### config.mk
export PLATFORM = sky130hd
export DESIGN_NAME = fine_sr_gen
export DESIGN_NICKNAME = d
export VERILOG_FILES = /design/src/rtl/fine_sr_gen.sv
export SDC_FILE = /design/constraint.sdc
export NUM_CORES = 1
export LEC_CHECK = 0
export ABC_AREA = 1
export BUFFER_PORTS_ARGS = -buffer_cell sky130_fd_sc_hd__buf_2
export CORE_ASPECT_RATIO = 0.9
export CORE_MARGIN = 4
export CORE_UTILIZATION = 54
export CTS_BUF_LIST = sky130_fd_sc_hd__clkbuf_16
export DETAILED_ROUTE_END_ITERATION = 16
export GPL_ROUTABILITY_DRIVEN = 0
export PLACE_DENSITY = 0.74
export SLEW_MARGIN = 15
export SYNTH_ARGS = -nofsm -noshare
export SYNTH_HDL_FRONTEND = slang
export SYNTH_SLANG_ARGS = --single-unit
export TNS_END_PERCENT = 100
### constraint.sdc
create_clock -name clk -period 3.36 [get_ports clk]
set_input_delay 0.672 -clock clk [delete_from_list [all_inputs] [get_ports clk]]
set_output_delay 0.672 -clock clk [all_outputs]
set_load 0.02 [all_outputs]
### src/rtl/fine_sr_gen.sv
// Fine thermometer shift register: comp_in is filtered over PASS_NUM matching samples,
// each accepted sample steps the position up or down, and alternating steps raise lock.
module fine_sr_gen #(
    parameter  int WIDTH     = 5,
    parameter  int PASS_NUM  = 4,
    parameter  int WRAP_MODE = 1,
    parameter  int LOCK_NUM  = 8,
    localparam int PW        = $clog2(WIDTH + 1)
) (
    input  logic             clk,
    input  logic             rst,
    input  logic             comp_in,
    input  logic             fine_en,
    input  logic             load_en,
    input  logic [PW-1:0]    load_pos,
    output logic [WIDTH-1:0] out,
    output logic [PW-1:0]    pos,
    output logic             carry_out_incr,
    output logic             carry_out_decr,
    output logic             lock
);
    localparam logic [PW-1:0] POS_MAX  = PW'(WIDTH);
    localparam logic [7:0]    PASS_CNT = 8'(PASS_NUM);
    localparam logic [7:0]    LOCK_CNT = 8'(LOCK_NUM);

    logic [PW-1:0]    r_pos;
    logic [WIDTH-1:0] r_out;
    logic [7:0]       r_cnt;
    logic             r_dir_q;
    logic [7:0]       r_alt_cnt;
    logic             r_last_dir;
    logic             r_have_last;
    logic             r_lock;
    logic             r_carry_incr;
    logic             r_carry_decr;

    logic [7:0]       w_run;
    logic             w_step;
    logic [PW-1:0]    w_step_pos;
    logic             w_step_incr;
    logic             w_step_decr;
    logic [7:0]       w_alt_next;
    logic [PW-1:0]    w_load_pos;

    function automatic logic [WIDTH-1:0] therm(input logic [PW-1:0] p);
        logic [WIDTH-1:0] t;
        for (int i = 0; i < WIDTH; i++) begin
            t[i] = (i < int'(p));
        end
        return t;
    endfunction

    // NOTE: every signal written here gets a default first so no latch is inferred.
    always_comb begin
        w_run       = (r_cnt != 8'd0 && comp_in == r_dir_q) ? r_cnt + 8'd1 : 8'd1;
        w_step      = (w_run == PASS_CNT);
        w_step_pos  = r_pos;
        w_step_incr = 1'b0;
        w_step_decr = 1'b0;
        if (comp_in) begin
            if (r_pos == POS_MAX) begin
                w_step_incr = 1'b1;
                w_step_pos  = (WRAP_MODE != 0) ? '0 : POS_MAX;
            end else begin
                w_step_pos = r_pos + PW'(1);
            end
        end else begin
            if (r_pos == '0) begin
                w_step_decr = 1'b1;
                w_step_pos  = (WRAP_MODE != 0) ? POS_MAX : '0;
            end else begin
                w_step_pos = r_pos - PW'(1);
            end
        end

        // The first step after reset or load has no previous direction to alternate with.
        w_alt_next = 8'd0;
        if (r_have_last && comp_in != r_last_dir) begin
            w_alt_next = (r_alt_cnt == LOCK_CNT) ? r_alt_cnt : r_alt_cnt + 8'd1;
        end

        w_load_pos = (load_pos > POS_MAX) ? POS_MAX : load_pos;
    end

    always_ff @(posedge clk) begin
        r_carry_incr <= 1'b0;
        r_carry_decr <= 1'b0;
        if (rst) begin
            r_pos       <= POS_MAX;
            r_out       <= '1;
            r_cnt       <= 8'd0;
            r_dir_q     <= 1'b0;
            r_alt_cnt   <= 8'd0;
            r_last_dir  <= 1'b0;
            r_have_last <= 1'b0;
            r_lock      <= 1'b0;
        end else if (load_en) begin
            r_pos       <= w_load_pos;
            r_out       <= therm(w_load_pos);
            r_cnt       <= 8'd0;
            r_alt_cnt   <= 8'd0;
            r_have_last <= 1'b0;
            r_lock      <= 1'b0;
        end else if (fine_en) begin
            r_dir_q <= comp_in;
            if (w_step) begin
                r_cnt        <= 8'd0;
                r_pos        <= w_step_pos;
                r_out        <= therm(w_step_pos);
                r_carry_incr <= w_step_incr;
                r_carry_decr <= w_step_decr;
                r_alt_cnt    <= w_alt_next;
                r_last_dir   <= comp_in;
                r_have_last  <= 1'b1;
                r_lock       <= (w_alt_next == LOCK_CNT);
            end else begin
                r_cnt <= w_run;
            end
        end else begin
            r_cnt <= 8'd0;
        end
    end

    assign out            = r_out;
    assign pos            = r_pos;
    assign carry_out_incr = r_carry_incr;
    assign carry_out_decr = r_carry_decr;
    assign lock           = r_lock;

endmodule

[After elaboration in Yosys (flattened, before gate mapping)]
Cells that the tools add are included.
Storage, ports and cells
  register bits: 30
  bits of input ports: 8
  output and inout port bits: 11
  logic and storage cells: 64
Operators by class
  add/sub/neg operators: 4
  magnitude comparators: 11
  equality and inequality tests: 6
  muxes and demuxes: 15
  bitwise operators: 4
  reduce and logical (&&, ||, !) cells: 14
Operators by type and width (count)
  8-bit 2-to-1 mux: 3
  3-bit 2-to-1 mux: 7
  8-bit by 1-bit adder with 8-bit output (second input constant): 2
  8-bit by 4-bit equality test with 1-bit output (second input constant): 2
  5-bit 2-to-1 mux: 3
  1-bit by 3-bit less-than comparator with 1-bit output (first input constant): 4
  2-bit by 3-bit less-than comparator with 1-bit output (first input constant): 4
  5-bit OR reduction: 2
  8-bit by 3-bit equality test with 1-bit output (second input constant): 1
  8-bit nonzero test: 1
  3-bit less-than comparator (first input constant): 2
  2-bit AND reduction: 3
  1-bit NOT: 4
  2-bit nonzero test: 2
  4-bit OR reduction: 1
  3-bit by 1-bit adder with 3-bit output (second input constant): 1
  3-bit equality test (second input constant): 1
  3-bit greater-than comparator (second input constant): 1
  3-bit zero test: 1
  3-bit AND reduction: 1
  3-bit by 1-bit subtractor with 3-bit output (second input constant): 1
  1-bit logical AND: 2
  1-bit 2-to-1 mux: 2
  2-bit OR reduction: 1
  2 further kinds: 2

[Logic depth before layout (Yosys ltp)]
Gate-level depths: netlist of the first run.
  depth after elaboration: 7
  mapped depth: 13

[Least setup slack after synthesis of the first run]
No wires, ideal clock.
  path kind: input-to-reg
  start point: input port comp_in
  end point: register r_out[3], in the netlist out[3]
  library setup time: 62 ps
  arrival time: 1795 ps
  slack: 1502 ps
  stages: 8
  buffers on the path: 2
  path through: buf_2 xor2_1 nor2_4 nand3_2 nand4_4 buf_4 nand3_1 nand3_1
On the way
  longest elaborated chain between the ends: 6
  elaborated cells on any way between the ends: 11
  classes of those cells: order compare: 1; eq/ne: 2; mux: 5; reduce/logical: 3
RTL lines
  start: declaration: line 12  | input logic comp_in,
  1-bit equality test: line 55  | w_run = (r_cnt != 8'd0 && comp_in == r_dir_q) ? r_cnt + 8'd1 : 8'd1;
  1-bit logical AND: line 55
  8-bit 2-to-1 mux: line 55
  8-bit by 3-bit equality test with 1-bit output: line 56  | w_step = (w_run == PASS_CNT);
  2-bit nonzero test (no line)
  2-bit AND reduction (no line)
  end signal: assignment: line 99  | r_out <= therm(w_load_pos);
  end signal: assignment: line 109  | r_out <= therm(w_step_pos);
  end: declaration: line 27  | logic [WIDTH-1:0] r_out;
Parallel ways exist; a longest one is shown, timed or not. The select of a mux whose other input is x is not followed.
A chain may end at the register's enable or synchronous reset.

[Final worst setup path of the first run]
  start point: register r_cnt[0]
  end point: register r_out[4], in the netlist out[4]
On the way
  longest elaborated chain between the ends: 6
  elaborated cells on any way between the ends: 7
  classes of those cells: add/sub: 1; eq/ne: 1; mux: 1; reduce/logical: 4
RTL lines
  start: declaration: line 28  | logic [7:0] r_cnt;
  start signal: assignment: line 117  | r_cnt <= w_run;
  parallel branches: the longest is 2 deep, another holds 8-bit by 1-bit adder with 8-bit output
  8-bit 2-to-1 mux (*): line 55
  8-bit by 3-bit equality test with 1-bit output (*): line 56
  2-bit nonzero test (no line) (*)
  2-bit AND reduction (no line) (*)
Mark *: on every way between the ends.

==> results.tsv, run 1 <==
metric	value	unit
Post-CTS Setup Repair Bufs	0	
post-route cell area	0.00216	sq mm
Pins Over Slew Limit	0	
DIE AREA	0.00458	sq mm
final number of setup-violating endpoints	0	
critical path data required time	3570	ps
dpl hpwl	3290	um
Max H-tree Level	2	
crit end category	flop	
hold_buf cts	0	
initial antenna violation count	0	
Setup crit start	r_cnt[0]	
clk_lat worst skew	270	ps
power density cells	392	mW/mm^2
DRC	0	
Hold Vio Cnt, Final	0	
IO Count	19	
unrepaired setup endpoints after global routing	no	
fin nets	348	
gr ovfl total	0	
Syn Nets	329	
path type of the worst setup path	flop to flop	
die height	64.6	um
GRT busiest layer	met2	
max cap viols	0	
maximum fanout along the worst path	25	
Tcrit/Tclk final	64.3	%
Clock Skews	3.39	ps
outcome	complete, no violations	
vias in the first global route	1740	
core area	0.00340	sq mm
largest net degree at the start of global routing	26	
Reg power frac	42.7	%
DR vias	2001	
CTS Buf Count	5	
GR Util All Layers	20.9	%
row cnt	20	
Worst-Margin Slew	667	ps
Slew HR	55.4	%
sw frac	23.8	%
first-pass GRT wire length	7800	um
Tmin final	2160	ps
Longest Clk Path Bufs	2	
met3 Use GR	3.88	%
total power	0.847	mW
post-CTS sizing	0	
FF-to-FF path depth	11	
Synth-to-Final Area Change	12.4	%
worst setup path endpoint	out[4]	
post-route antenna net violation count	0	
Syn Std Cell Area	0.00192	sq mm
met2 GRT Util	31.6	%
ANT cells	0	
Die X	70.9	um
Hold Path Class	flop to flop	
Setup crit start kind	flop	
leakage power	1.07	nW
share of post-route cells with drive strength above 1	10.4	%
Via-to-Cell Ratio	5.28	
Worst EP arrival	2370	ps
R2R setup slack	1200	ps
Initial Util	56.5	%
CTS tree	yes	
Fillers	332	
post-place instance area	0.00203	sq mm
Iteration-0 DRC Markers	142	
GRT met1 Usage	30.1	%
WL/cell	11.4	um
Post-Synthesis Cells	316	
Sink Count	29	
Logic pwr share	10.1	%
synth unique cells	29	
drt pass-1 iters	4	
clock share of power	47.3	%
Internal Power	0.645	mW
Worst-path clk slew	50	ps
Avg Cell Area, Syn	6.09	sq um
Net Sw Power	0.202	mW
synth warn	0	
peak supply drop	0.239	mV
fmax	463	MHz
Seq cells post-synth	29	
Setup TNS	0	ps
clock root buffer	clkbuf_16	
Routed WL	4320	um
Buffers on Ports	18	
r2r endpoint	out[4]	
register area share after synthesis	30.2	%
reg2reg start	r_cnt[0]	
-- power groups by stage --
stage / Clock (mW) / Sequential, mW / Combinational, mW
after detailed placement: 0 / 0.368 / 0.0844
after CTS: 0.408 / 0.361 / 0.0849
after floorplan: 0 / 0.375 / 0.0531
final: 0.400 / 0.361 / 0.0851
after global routing: 0.423 / 0.362 / 0.0966
after global placement: 0 / 0.368 / 0.0842
-- synthesized netlist by cell type --
| master | number | share of area [%] |
|---|---|---|
| a21boi_0 | 1 | 0.39 |
| nand3_2 | 2 | 1.0 |
| nor2_1 | 55 | 11 |
| ha_1 | 5 | 3.3 |
| buf_4 | 2 | 0.78 |
| dfxtp_1 | 29 | 30 |
| xnor2_1 | 1 | 0.46 |
| clkbuf_1 | 1 | 0.19 |
| nand3_1 | 41 | 11 |
| nand4_1 | 11 | 3.6 |
| a211oi_1 | 1 | 0.39 |
| nand2_1 | 80 | 16 |
| nor2_4 | 2 | 1.2 |
| a21oi_1 | 11 | 2.9 |
| nand2_2 | 2 | 0.65 |
| buf_6 | 1 | 0.59 |
| nor3_1 | 2 | 0.52 |
| inv_2 | 2 | 0.39 |
| inv_1 | 43 | 8.4 |
| o221ai_1 | 1 | 0.46 |
| o21bai_1 | 1 | 0.39 |
| nor3b_1 | 1 | 0.39 |
| nand4_4 | 1 | 1.1 |
| buf_1 | 1 | 0.19 |
| nor2_2 | 3 | 0.98 |
| a31oi_1 | 1 | 0.33 |
| o21ai_0 | 12 | 3.1 |
| xor2_1 | 2 | 0.91 |
| buf_2 | 1 | 0.26 |
-- placed cells by master, fill, tap and decap left out, drive strengths merged --
master,count
xnor2,1
buf,18
nor2,60
nor3,2
nand3,43
clkbuf,5
nand2,82
o21bai,1
xor2,2
nand4,12
inv,46
a21oi,11
ha,5
nor3b,1
o221ai,1
clkinv,1
a211oi,1
dfxtp,29
o21ai,12
a31oi,1
a21boi,1
-- layer usage --
metal	up-vias	wire length (um)	part of all wire (%)
met4	0	60	1.4
met5	-	0	0
met2	76	1810	42
li1	1050	-	-
met3	6	307	7.1
met1	869	2140	49
-- metrics by stage --
stage,cells,setup WS [ps],utilization (%),hold slack [ps]
2_1_floorplan,316,1500,-,429
3_3_place_gp,372,1210,59.6,444
3_5_place_dp,372,1160,59.6,447
4_1_cts,379,1180,63.5,455
5_1_grt,379,938,63.5,486
6_report,379,1200,63.5,455
-- cells by family after synthesis --
family,Yosys count,share of synthesized area [%]
AO/OA/AOI/OAI,28,7.94
XOR/XNOR,3,1.37
adder cells (fa/ha/maj),5,3.25
buffers and inverters,51,10.8
flip-flops,29,30.2
AND/OR/NAND/NOR,200,46.5
-- layout make-up --
cell class | instances | area (sq um) | area share [%]
clock inverter | 2 | 7.51 | 0.347
tap | 44 | 55.1 | 2.55
sequential | 29 | 581 | 26.9
timing repair buffer | 18 | 90.1 | 4.17
inverter | 45 | 169 | 7.81
multi-input combinational | 236 | 1130 | 52.5
clock buffer | 5 | 125 | 5.79
-- state kept, by name (all words and copies together) (netlist names) --
| signal | cells |
|---|---|
| r_have_last | 1 |
| lock | 1 |
| carry_out_decr | 1 |
| pos | 2 |
| r_alt_cnt | 8 |
| r_last_dir | 1 |
| out | 5 |
| r_cnt | 8 |
| carry_out_incr | 1 |
| r_dir_q | 1 |
-- how the worst min path moves through the flow --
stage / slack, ps / cells past startpoint / from / end
2_1_floorplan: 430 / 2 / r_have_last / r_have_last
3_3_place_gp: 440 / 2 / r_have_last / r_have_last
3_5_place_dp: 450 / 2 / r_have_last / r_have_last
4_1_cts: 450 / 2 / r_have_last / r_have_last
5_1_grt: 490 / 2 / r_have_last / r_have_last
6_report: 450 / 2 / r_have_last / r_have_last
-- worst max-delay path, stage by stage, from the launching register on --
cell and delay, ps:
dfxtp_1 470, ha_1 260, nand2_2 90, nor2_4 110, nand2_1 70, nand2_2 110, nand3_2 70, nor2_2 180
nand4_4 320, nand2_1 250, nand2_1 90, nand3_1 70
No activity file was read; power rests on OpenSTA's default activity.
==> run 2, diff against run 1 <==
==> constraint.sdc (replaced) <==
create_clock -name clk -period 2.26 [get_ports clk]
set_input_delay 0.452 -clock clk [delete_from_list [all_inputs] [get_ports clk]]
set_output_delay 0.452 -clock clk [all_outputs]
set_load 0.02 [all_outputs]
==> run 2 against run 1 <==
Wire length rose by 2.1%. Global-route usage rose by 0.76 points. First-iteration DRC count rose by 18%. Worst setup slack got worse by 910 ps. Utilization rose by 0.92 points. Power rose by 49%. Hold slack got worse by 41 ps. Die area did not move. Non-clock buffer count rose by 4. Critical path depth did not move. Final cell count rose by 1.1%. Sequential cell count did not move. Critical path type unchanged. Largest power group unchanged.
==> results.tsv, run 2 (synthesis gave the netlist of run 1 again) <==
metric	value	unit	change
GR Util All Layers	21.7	%	+0.76 points
Tmin final	1970	ps	-187 ps
CTS Buf Count	5		unchanged
final design utilization	64.4	%	+0.92 points
unrepaired setup endpoints after global routing	no		
row cnt	20		unchanged
clk_lat worst skew	270	ps	about the same
drt pass-1 iters	5		+1
Hold Vio Cnt, Final	0		unchanged
initial antenna violation count	0		unchanged
DIE AREA	0.00458	sq mm	unchanged
CTS tree	yes		
IO Count	19		unchanged
most frequent cells in the layout	80 x nand2_1, 55 x nor2_1, 44 x inv_1		
Worst-Margin Slew	554	ps	-113 ps
DR vias	1992		-0.45%
critical path, cell by cell	ha_1, nand2_2, nor2_4, nand2_1, nand2_2, nand3_2, nor2_2, nand4_4, buf_4, nor2_1, nor2_1		
peak supply drop	0.528	mV	+120%
Iteration-0 DRC Markers	167		+18%
Crit path largest cell delay	400	ps	-70 ps
critical path data required time	2420	ps	-1150 ps
ANT cells	0		unchanged
slowest CP cell	dfxtp_2		
Sink Count	29		unchanged
share of post-route cells with drive strength above 1	11.8	%	+1.4 points
post-route antenna net violation count	0		unchanged
WL/cell	11.5	um	+1.0%
Hold Path Class	input pin to flop		
maximum fanout along the worst path	16		-36%
Via-to-Cell Ratio	5.20		-1.5%
dpl hpwl	3350	um	+1.8%
Buffers on Ports	18		unchanged
R2R setup slack	290	ps	-910 ps
Routed WL	4410	um	+2.1%
DRC	0		unchanged
Slew HR	62.9	%	+7.6 points
outcome	complete, no violations		
Pins Over Slew Limit	0		unchanged
Post-CTS Setup Repair Bufs	0		unchanged
Worst-path clk slew	50	ps	about the same
fin nets	352		+1.1%
largest net degree at the start of global routing	17		-35%
Clock Skews	3.84	ps	+0.450 ps
die height	64.6	um	unchanged
path type of the worst setup path	flop to flop		
Initial Util	56.5	%	unchanged
commonest non-fill, non-tap cell in the layout	nand2_1		
Synth-to-Final Area Change	14.1	%	
Die X	70.9	um	unchanged
max cap viols	0		unchanged
Longest Clk Path Bufs	2		unchanged
core area	0.00340	sq mm	unchanged
fmax	507	MHz	+9.5%
leakage power	1.09	nW	+1.7%
Tcrit/Tclk final	87.3	%	+23 points
clock root buffer	clkbuf_16		
final number of setup-violating endpoints	0		unchanged
vias in the first global route	1843		+5.9%
Setup crit start kind	flop		
Setup TNS	0	ps	unchanged
Worst EP arrival	2140	ps	-230 ps
gr ovfl total	0		unchanged
power density cells	576	mW/mm^2	+47%
first-pass GRT wire length	8040	um	+3.0%
Max H-tree Level	2		unchanged
crit end category	flop		
==> run 2: worst paths after layout <==
kind,end,depth (start not counted),from
max,r_alt_cnt[2],11,r_cnt[0]
min,r_last_dir,2,rst
max reg2reg,r_alt_cnt[2],11,r_cnt[0]
min reg2reg,r_have_last,2,r_have_last
==> run 2: layer usage <==
metal	GRT usage, %	wire length (um)	up-vias	part of all wire, %
li1	-	-	1057	-
met1	31.2	2260	868	51
met2	31.9	1790	62	41
met3	4.81	307	5	7.0
met4	7.04	53	0	1.2
met5	0	0	-	0
==> run 2: layout make-up <==
cell class / instances / area, sq um
well taps: 44 / 55.1
inverters: 45 / 169
flip-flops and latches: 29 / 582
multi-input cells: 236 / 1130
clock inverters: 2 / 7.51
repair buffers: 22 / 120
fillers: 344 / 1210
clock buffers: 5 / 125
==> run 2: worst max-delay path: cells and delay by family, from the launching register on <==
| kind | cells | cell delay (ps) |
|---|---|---|
| adder cells (fa/ha/maj) | 1 | 220 |
| buffers and inverters | 1 | 250 |
| flip-flops | 1 | 400 |
| AND/OR/NAND/NOR | 9 | 990 |
==> run 2: where the power goes <==
| part | switching (mW) | total [mW] | internal (mW) |
|---|---|---|---|
| logic | 0.0842 | 0.128 | 0.0439 |
| clock network | 0.206 | 0.598 | 0.391 |
| registers | 0.0126 | 0.538 | 0.525 |
| total | 0.303 | 1.26 | 0.960 |
==> run 2: repair_timing <==
action                                  in CTS  in global routing
hold buffers                                 0                  0
endpoints found under the setup margin       0                  1
gates resized for setup                      0                  1
endpoints found under the hold margin        0                  0
==> run 2: per-stage QoR <==
stage | power [mW] | hold slack [ps] | cell area [sq um] | instances | setup slack (ps)
final | 1.26 | 414 | 2190 | 383 | 287
after global routing | 1.33 | 407 | 2190 | 383 | 86.0
after CTS | 1.27 | 407 | 2190 | 383 | 183
after detailed placement | 0.674 | 446 | 2060 | 376 | 223
after global placement | 0.673 | 446 | 2060 | 376 | 306
after floorplan | 0.636 | 429 | 1920 | 316 | 511
